## config.mk

```make
export PLATFORM = sky130hd
export DESIGN_NAME = atp
export DESIGN_NICKNAME = d
export VERILOG_FILES = /design/src/rtl/atp.sv
export SDC_FILE = /design/constraint.sdc
export NUM_CORES = 1
export LEC_CHECK = 0
export CAP_MARGIN = 10
export CORE_MARGIN = 2
export CORE_UTILIZATION = 40
export CTS_CLUSTER_DIAMETER = 80
export CTS_CLUSTER_SIZE = 24
export DETAILED_ROUTE_END_ITERATION = 6
export GPL_ROUTABILITY_DRIVEN = 1
export HOLD_SLACK_MARGIN = 0.02
export PLACE_DENSITY = 0.69
export SKIP_LAST_GASP = 1
export SLEW_MARGIN = 15
export SYNTH_ARGS = -nofsm -noshare
export SYNTH_HDL_FRONTEND = slang
export SYNTH_SLANG_ARGS = --single-unit
```

## constraint.sdc

```tcl
create_clock -name clk -period 4.5 [get_ports clk]
set_clock_uncertainty 0.05 [all_clocks]
set_input_delay 1.35 -clock clk [delete_from_list [all_inputs] [get_ports clk]]
set_output_delay 1.35 -clock clk [all_outputs]
set_load 0.02 [all_outputs]
```

## src/rtl/atp.sv

```systemverilog
// Any-Time-Payment kiosk controller: scans a bill code, takes cheque/DD/card/cash
// payments against the balance, and ends the session on settle, cancel or timeout.
module atp #(
    parameter int TIMEOUT = 64
) (
    input  logic        clk,
    input  logic        reset,
    input  logic        start_payment,
    input  logic [3:0]  barcode,
    input  logic [3:0]  choice,
    input  logic        cheque_inserted,
    input  logic [7:0]  cheque_amount,
    input  logic        dd_inserted,
    input  logic [7:0]  dd_amount,
    input  logic        card_inserted,
    input  logic [15:0] card_number,
    input  logic [3:0]  card_choice,
    input  logic [7:0]  card_amount,
    input  logic        currency_inserted,
    input  logic [7:0]  currency_amount,
    output logic [7:0]  remaining_amount,
    output logic        payment_complete,
    output logic        line_disconnected,
    output logic [2:0]  state_dbg
);

    localparam int TW = $clog2(TIMEOUT + 1);

    typedef enum logic [2:0] {
        S_IDLE, S_SCAN, S_SELECT, S_CHEQUE, S_DD, S_CARD, S_CASH, S_DONE
    } state_e;

    state_e          state_q, state_d;
    logic [7:0]      rem_q, rem_d;
    logic            complete_q, complete_d;
    logic            line_q, line_d;
    logic [3:0]      barcode_q, barcode_d;
    logic [7:0]      amt_q, amt_d;
    logic            card_ok_q, card_ok_d;
    logic            ins_prev_q, ins_prev_d;
    logic            start_prev_q;
    logic [TW-1:0]   timer_q, timer_d;

    logic            start_rise;
    logic            ins_sel;
    logic [7:0]      amt_sel;
    logic            card_ok_now;
    logic [7:0]      pay;
    logic [7:0]      rem_after;
    logic            commit;
    logic            ins_edge;
    logic            timed_out;

    assign start_rise  = start_payment & ~start_prev_q;
    assign card_ok_now = (card_number != 16'd0) && (card_choice <= 4'd1);
    assign pay         = (amt_q < rem_q) ? amt_q : rem_q;
    assign rem_after   = rem_q - pay;
    assign commit      = ins_prev_q & ~ins_sel;
    assign ins_edge    = ins_sel ^ ins_prev_q;
    assign timed_out   = (timer_q == TW'(TIMEOUT - 1));

    // Only the instrument belonging to the current wait state is observed.
    always_comb begin
        ins_sel = 1'b0;
        amt_sel = 8'd0;
        case (state_q)
            S_CHEQUE: begin ins_sel = cheque_inserted;   amt_sel = cheque_amount;   end
            S_DD:     begin ins_sel = dd_inserted;       amt_sel = dd_amount;       end
            S_CARD:   begin ins_sel = card_inserted;     amt_sel = card_amount;     end
            S_CASH:   begin ins_sel = currency_inserted; amt_sel = currency_amount; end
            default:  ;
        endcase
    end

    always_comb begin
        state_d    = state_q;
        rem_d      = rem_q;
        complete_d = complete_q;
        barcode_d  = barcode_q;
        amt_d      = amt_q;
        card_ok_d  = card_ok_q;
        ins_prev_d = ins_sel;
        timer_d    = timer_q;

        case (state_q)
            S_IDLE: begin
                if (start_rise) begin
                    state_d    = S_SCAN;
                    complete_d = 1'b0;
                    barcode_d  = barcode;
                end
            end
            S_SCAN: begin
                if (start_payment) begin
                    barcode_d = barcode;
                end else if (barcode_q != 4'd0) begin
                    rem_d   = {barcode_q, 4'b0000};
                    state_d = S_SELECT;
                end else begin
                    state_d = S_IDLE;
                end
            end
            S_SELECT: begin
                if (start_rise) begin
                    state_d    = S_IDLE;
                    rem_d      = 8'd0;
                    complete_d = 1'b0;
                end else begin
                    case (choice)
                        4'd1:    state_d = S_CHEQUE;
                        4'd2:    state_d = S_DD;
                        4'd3:    state_d = S_CARD;
                        4'd4:    state_d = S_CASH;
                        default: begin
                            if (timed_out) begin
                                state_d    = S_IDLE;
                                rem_d      = 8'd0;
                                complete_d = 1'b0;
                            end else begin
                                timer_d = timer_q + TW'(1);
                            end
                        end
                    endcase
                end
            end
            S_CHEQUE, S_DD, S_CARD, S_CASH: begin
                if (start_rise) begin
                    state_d    = S_IDLE;
                    rem_d      = 8'd0;
                    complete_d = 1'b0;
                end else begin
                    if (ins_sel) begin
                        amt_d = amt_sel;
                        if (state_q == S_CARD) begin
                            card_ok_d = card_ok_now;
                        end
                    end
                    if (commit) begin
                        // A rejected card returns to SELECT without touching the balance.
                        if (state_q == S_CARD && !card_ok_q) begin
                            state_d = S_SELECT;
                        end else begin
                            rem_d = rem_after;
                            if (rem_after == 8'd0) begin
                                state_d    = S_DONE;
                                complete_d = 1'b1;
                            end else begin
                                state_d = S_SELECT;
                            end
                        end
                    end else if (ins_edge) begin
                        timer_d = '0;
                    end else if (timed_out) begin
                        state_d    = S_IDLE;
                        rem_d      = 8'd0;
                        complete_d = 1'b0;
                    end else begin
                        timer_d = timer_q + TW'(1);
                    end
                end
            end
            S_DONE: begin
                state_d = S_IDLE;
            end
            default: begin
                state_d = S_IDLE;
            end
        endcase

        // A new state starts with a fresh idle count and no instrument seen yet.
        if (state_d != state_q) begin
            timer_d    = '0;
            ins_prev_d = 1'b0;
        end

        line_d = (state_d == S_IDLE);
    end

    always_ff @(posedge clk) begin
        if (!reset) begin
            state_q      <= S_IDLE;
            rem_q        <= 8'd0;
            complete_q   <= 1'b0;
            line_q       <= 1'b1;
            barcode_q    <= 4'd0;
            amt_q        <= 8'd0;
            card_ok_q    <= 1'b0;
            ins_prev_q   <= 1'b0;
            start_prev_q <= 1'b0;
            timer_q      <= '0;
        end else begin
            state_q      <= state_d;
            rem_q        <= rem_d;
            complete_q   <= complete_d;
            line_q       <= line_d;
            barcode_q    <= barcode_d;
            amt_q        <= amt_d;
            card_ok_q    <= card_ok_d;
            ins_prev_q   <= ins_prev_d;
            start_prev_q <= start_payment;
            timer_q      <= timer_d;
        end
    end

    assign remaining_amount  = rem_q;
    assign payment_complete  = complete_q;
    assign line_disconnected = line_q;
    assign state_dbg         = state_q;

endmodule

```

==> impl_metrics.py, run 1 <==
metrics = {
    "status": {
        "status": "finished, final reports clean",
    },
    "synthesis": {
        "syn_inst": 364,
        "synth_area_leaders": "dfxtp_1, ha_1, nor2_1",
        "synthFlopType": "dfxtp_1",
        "yosysWarnings": 0,
        "ys_types": 66,
        "synth-compound-area-share": 0.279,
        "yosys.area_share.simple": 0.256,
        "synth_top_family_by_area": "compound AO/OA/AOI/OAI gates",
        "syn_avg_cell_area_um2": 7.93,
        "synthArstFlopShare": 0,
        "syn_nets": 449,
        "yosys.area.top_type": "dfxtp_1",
        "synth_xor_area_frac": 0.0360,
        "yosys.area.top_type_share": 0.243,
        "synthesis.area_um2": 2890,
        "synth_mux_area_frac": 0.0598,
        "synth-edff-count": 0,
        "synth_fa_ha_area_frac": 0.0806,
        "ys_seq_elements": 35,
        "seq_area_frac_synth": 0.243,
    },
    "route": {
        "first_iter_violations": 131,
        "drcViolationCount": 0,
        "wl_um": 7870,
        "num_vias": 2922,
        "wl_per_cell_um": 14.7,
        "first_pass_iters": 4,
        "via_per_inst": 5.46,
        "ant_nets": 0,
    },
    "sta": {
        "slew_violations": 0,
        "fmax_mhz": 261,
        "hold_violations": 0,
        "rsz0062_at_grt": "no",
        "finalSetupViolCount": 0,
        "setup_tns_ns": 0,
        "worst_pin_slew_ns": 0.738,
        "fin_crit_ns": 3.84,
        "fin_crit_sh": 0.852,
        "slew-limit-headroom": 0.507,
    },
    "clock_network": {
        "cts_sinks": 35,
        "postCtsSetupBuffers": 0,
        "cts_tree": "built",
        "hold_buffers": 0,
        "cts_resized": 0,
        "cts-buffers-inserted": 5,
        "path_clk_slew_ns": 0.09,
        "insertion_delay_ns": 0.29,
        "cts_root_buf": "clkbuf_8",
        "clockBufferDepth": 2,
        "cts_htree_levels": 2,
    },
    "final_layout": {
        "final_common_cell": "clkdlybuf4s50_1",
        "nets": 523,
        "fill_cells": 680,
        "seqCellArea_um2": 701,
        "final_cell_mix": "clkdlybuf4s50_1, nor2_1, dfxtp_1",
        "instances_no_fill": 535,
        "areaGrowthSynthToFinish_pct": 34.4,
        "multi_input_area_um2": 2050,
        "layout-drive-gt1-share": 0.0957,
        "diodes": 0,
    },
    "floorplanning": {
        "fp.dieH_um": 89.0,
        "rows": 30,
        "core_um2": 6910,
        "initial_utilization": 0.418,
        "chipWidth_um": 89.0,
        "dieArea_um2": 7910,
        "io_pins": 80,
    },
    "placement": {
        "place_hpwl_um": 6190,
        "dp.cells": 527,
        "portBuffers": 78,
        "place.gp.congestion": 0.835,
    },
    "worst_setup_path": {
        "cp.required_ns": 4.65,
        "arrival_ns": 3.99,
        "end_kind": "flop",
        "crit_path_max_fanout": 12,
        "crit_path_start_kind": "flop",
        "criticalPathCategory": "flop to flop",
    },
    "grt": {
        "grt_pass1_wl_um": 13100,
        "gr-total-overflow": 0,
        "grt_pass1_vias": 2793,
        "gr-usage-all-layers": 0.210,
        "grt_max_degree": 31,
        "antenna_found_initial": 0,
    },
    "min_path": {
        "hold_path_class": "flop to flop",
    },
    "power": {
        "peakVddDrop_v": 0.000191,
        "p_leak_uw": 0.00148,
        "powerDensity_nw_per_um2": 214,
    },
    "run": {
        "maxCapViolCount": 0,
    },
}
-- logic make-up (layout without fill, tap and decap cells) --
family	after synthesis	after routing
fa+ha+maj	18	18
mux	16	16
flops	35	35
simple gates	143	143
buf+inv	32	107
compound gates	109	109
xor+xnor	11	11
-- registers in the layout, summed over array words and instances, names as in the netlist --
name               flops
line_disconnected      1
start_prev_q           1
ins_prev_q             1
timer_q                7
remaining_amount       8
card_ok_q              1
barcode_q              4
payment_complete       1
amt_q                  8
state_dbg              3
-- cell type report --
class / instances / share of cell area
Inverter: 14 / 0.0135
Clock inverter: 2 / 0.0100
Timing Repair Buffer: 85 / 0.215
Multi-Input combinational cell: 297 / 0.529
Sequential cell: 35 / 0.181
Clock buffer: 6 / 0.0213
Tap cell: 96 / 0.0310
-- stage by stage --
| stage | util | worst slack, ns | total power [uW] | hold slack, ns | area [um2] |
|---|---|---|---|---|---|
| 6_report | 0.562 | 0.664 | 829 | 0.418 | 3880 |
| 5_1_grt | 0.562 | 0.355 | 870 | 0.433 | 3880 |
| 4_1_cts | 0.562 | 0.649 | 836 | 0.421 | 3880 |
| 3_5_place_dp | 0.544 | 0.404 | 530 | 0.407 | 3760 |
| 3_3_place_gp | 0.544 | 0.412 | 528 | 0.395 | 3760 |
| 2_1_floorplan | - | 0.546 | 438 | 0.369 | 2890 |
-- final timing paths --
kind	cells past startpoint	from	slack, ns	end
setup / recovery	16	remaining_amount[5]	0.66	ins_prev_q
hold reg to reg	2	timer_q[6]	0.42	timer_q[6]
setup reg to reg	16	remaining_amount[5]	0.66	ins_prev_q
hold / removal	2	timer_q[6]	0.42	timer_q[6]
-- cell usage after synthesis (7+ instances only) --
master    number
nand3_1        9
clkbuf_1      10
o21ai_0        8
a211oi_1      10
nor2_1        51
nand2_1       29
dfxtp_1       35
a22o_1        12
inv_1         14
o21ai_1        7
a21oi_1       26
ha_1          17
mux2_2        10
a22oi_1       12
-- per-layer routing --
layer  wire length [um]  GRT usage  up-vias
li1                   -          -     1491
met1               3630      0.274     1357
met2               3900      0.366       70
met3                307     0.0342        4
met4                 42     0.0448        0
met5                  0          0        -
-- where the power goes --
group          switching [uW]  total (uW)  internal [uW]
Sequential               5.89         323            317
Combinational            93.2         200            107
Clock                     124         306            182
-- worst max-delay path: stages, from the launching register on --
cell       delay (ns)
dfxtp_1          0.44
inv_1            0.09
ha_1             0.31
a21oi_1          0.13
o21ai_0          0.09
a21oi_1          0.27
buf_4            0.24
a21o_1           0.16
inv_1            0.05
ha_1             0.27
nor2b_4          0.13
o2111a_1         0.25
or3_1            0.35
a211oi_2         0.29
and3_4           0.25
a21boi_2         0.07
a2111oi_4        0.32
No activity file was read; power rests on OpenSTA's default activity.
==> inputs of run 2 (changes only) <==
SLEW_MARGIN = unset   (was 15)
==> results of run 2 <==
Final layout, timing and power as in run 1 (identical DEF).
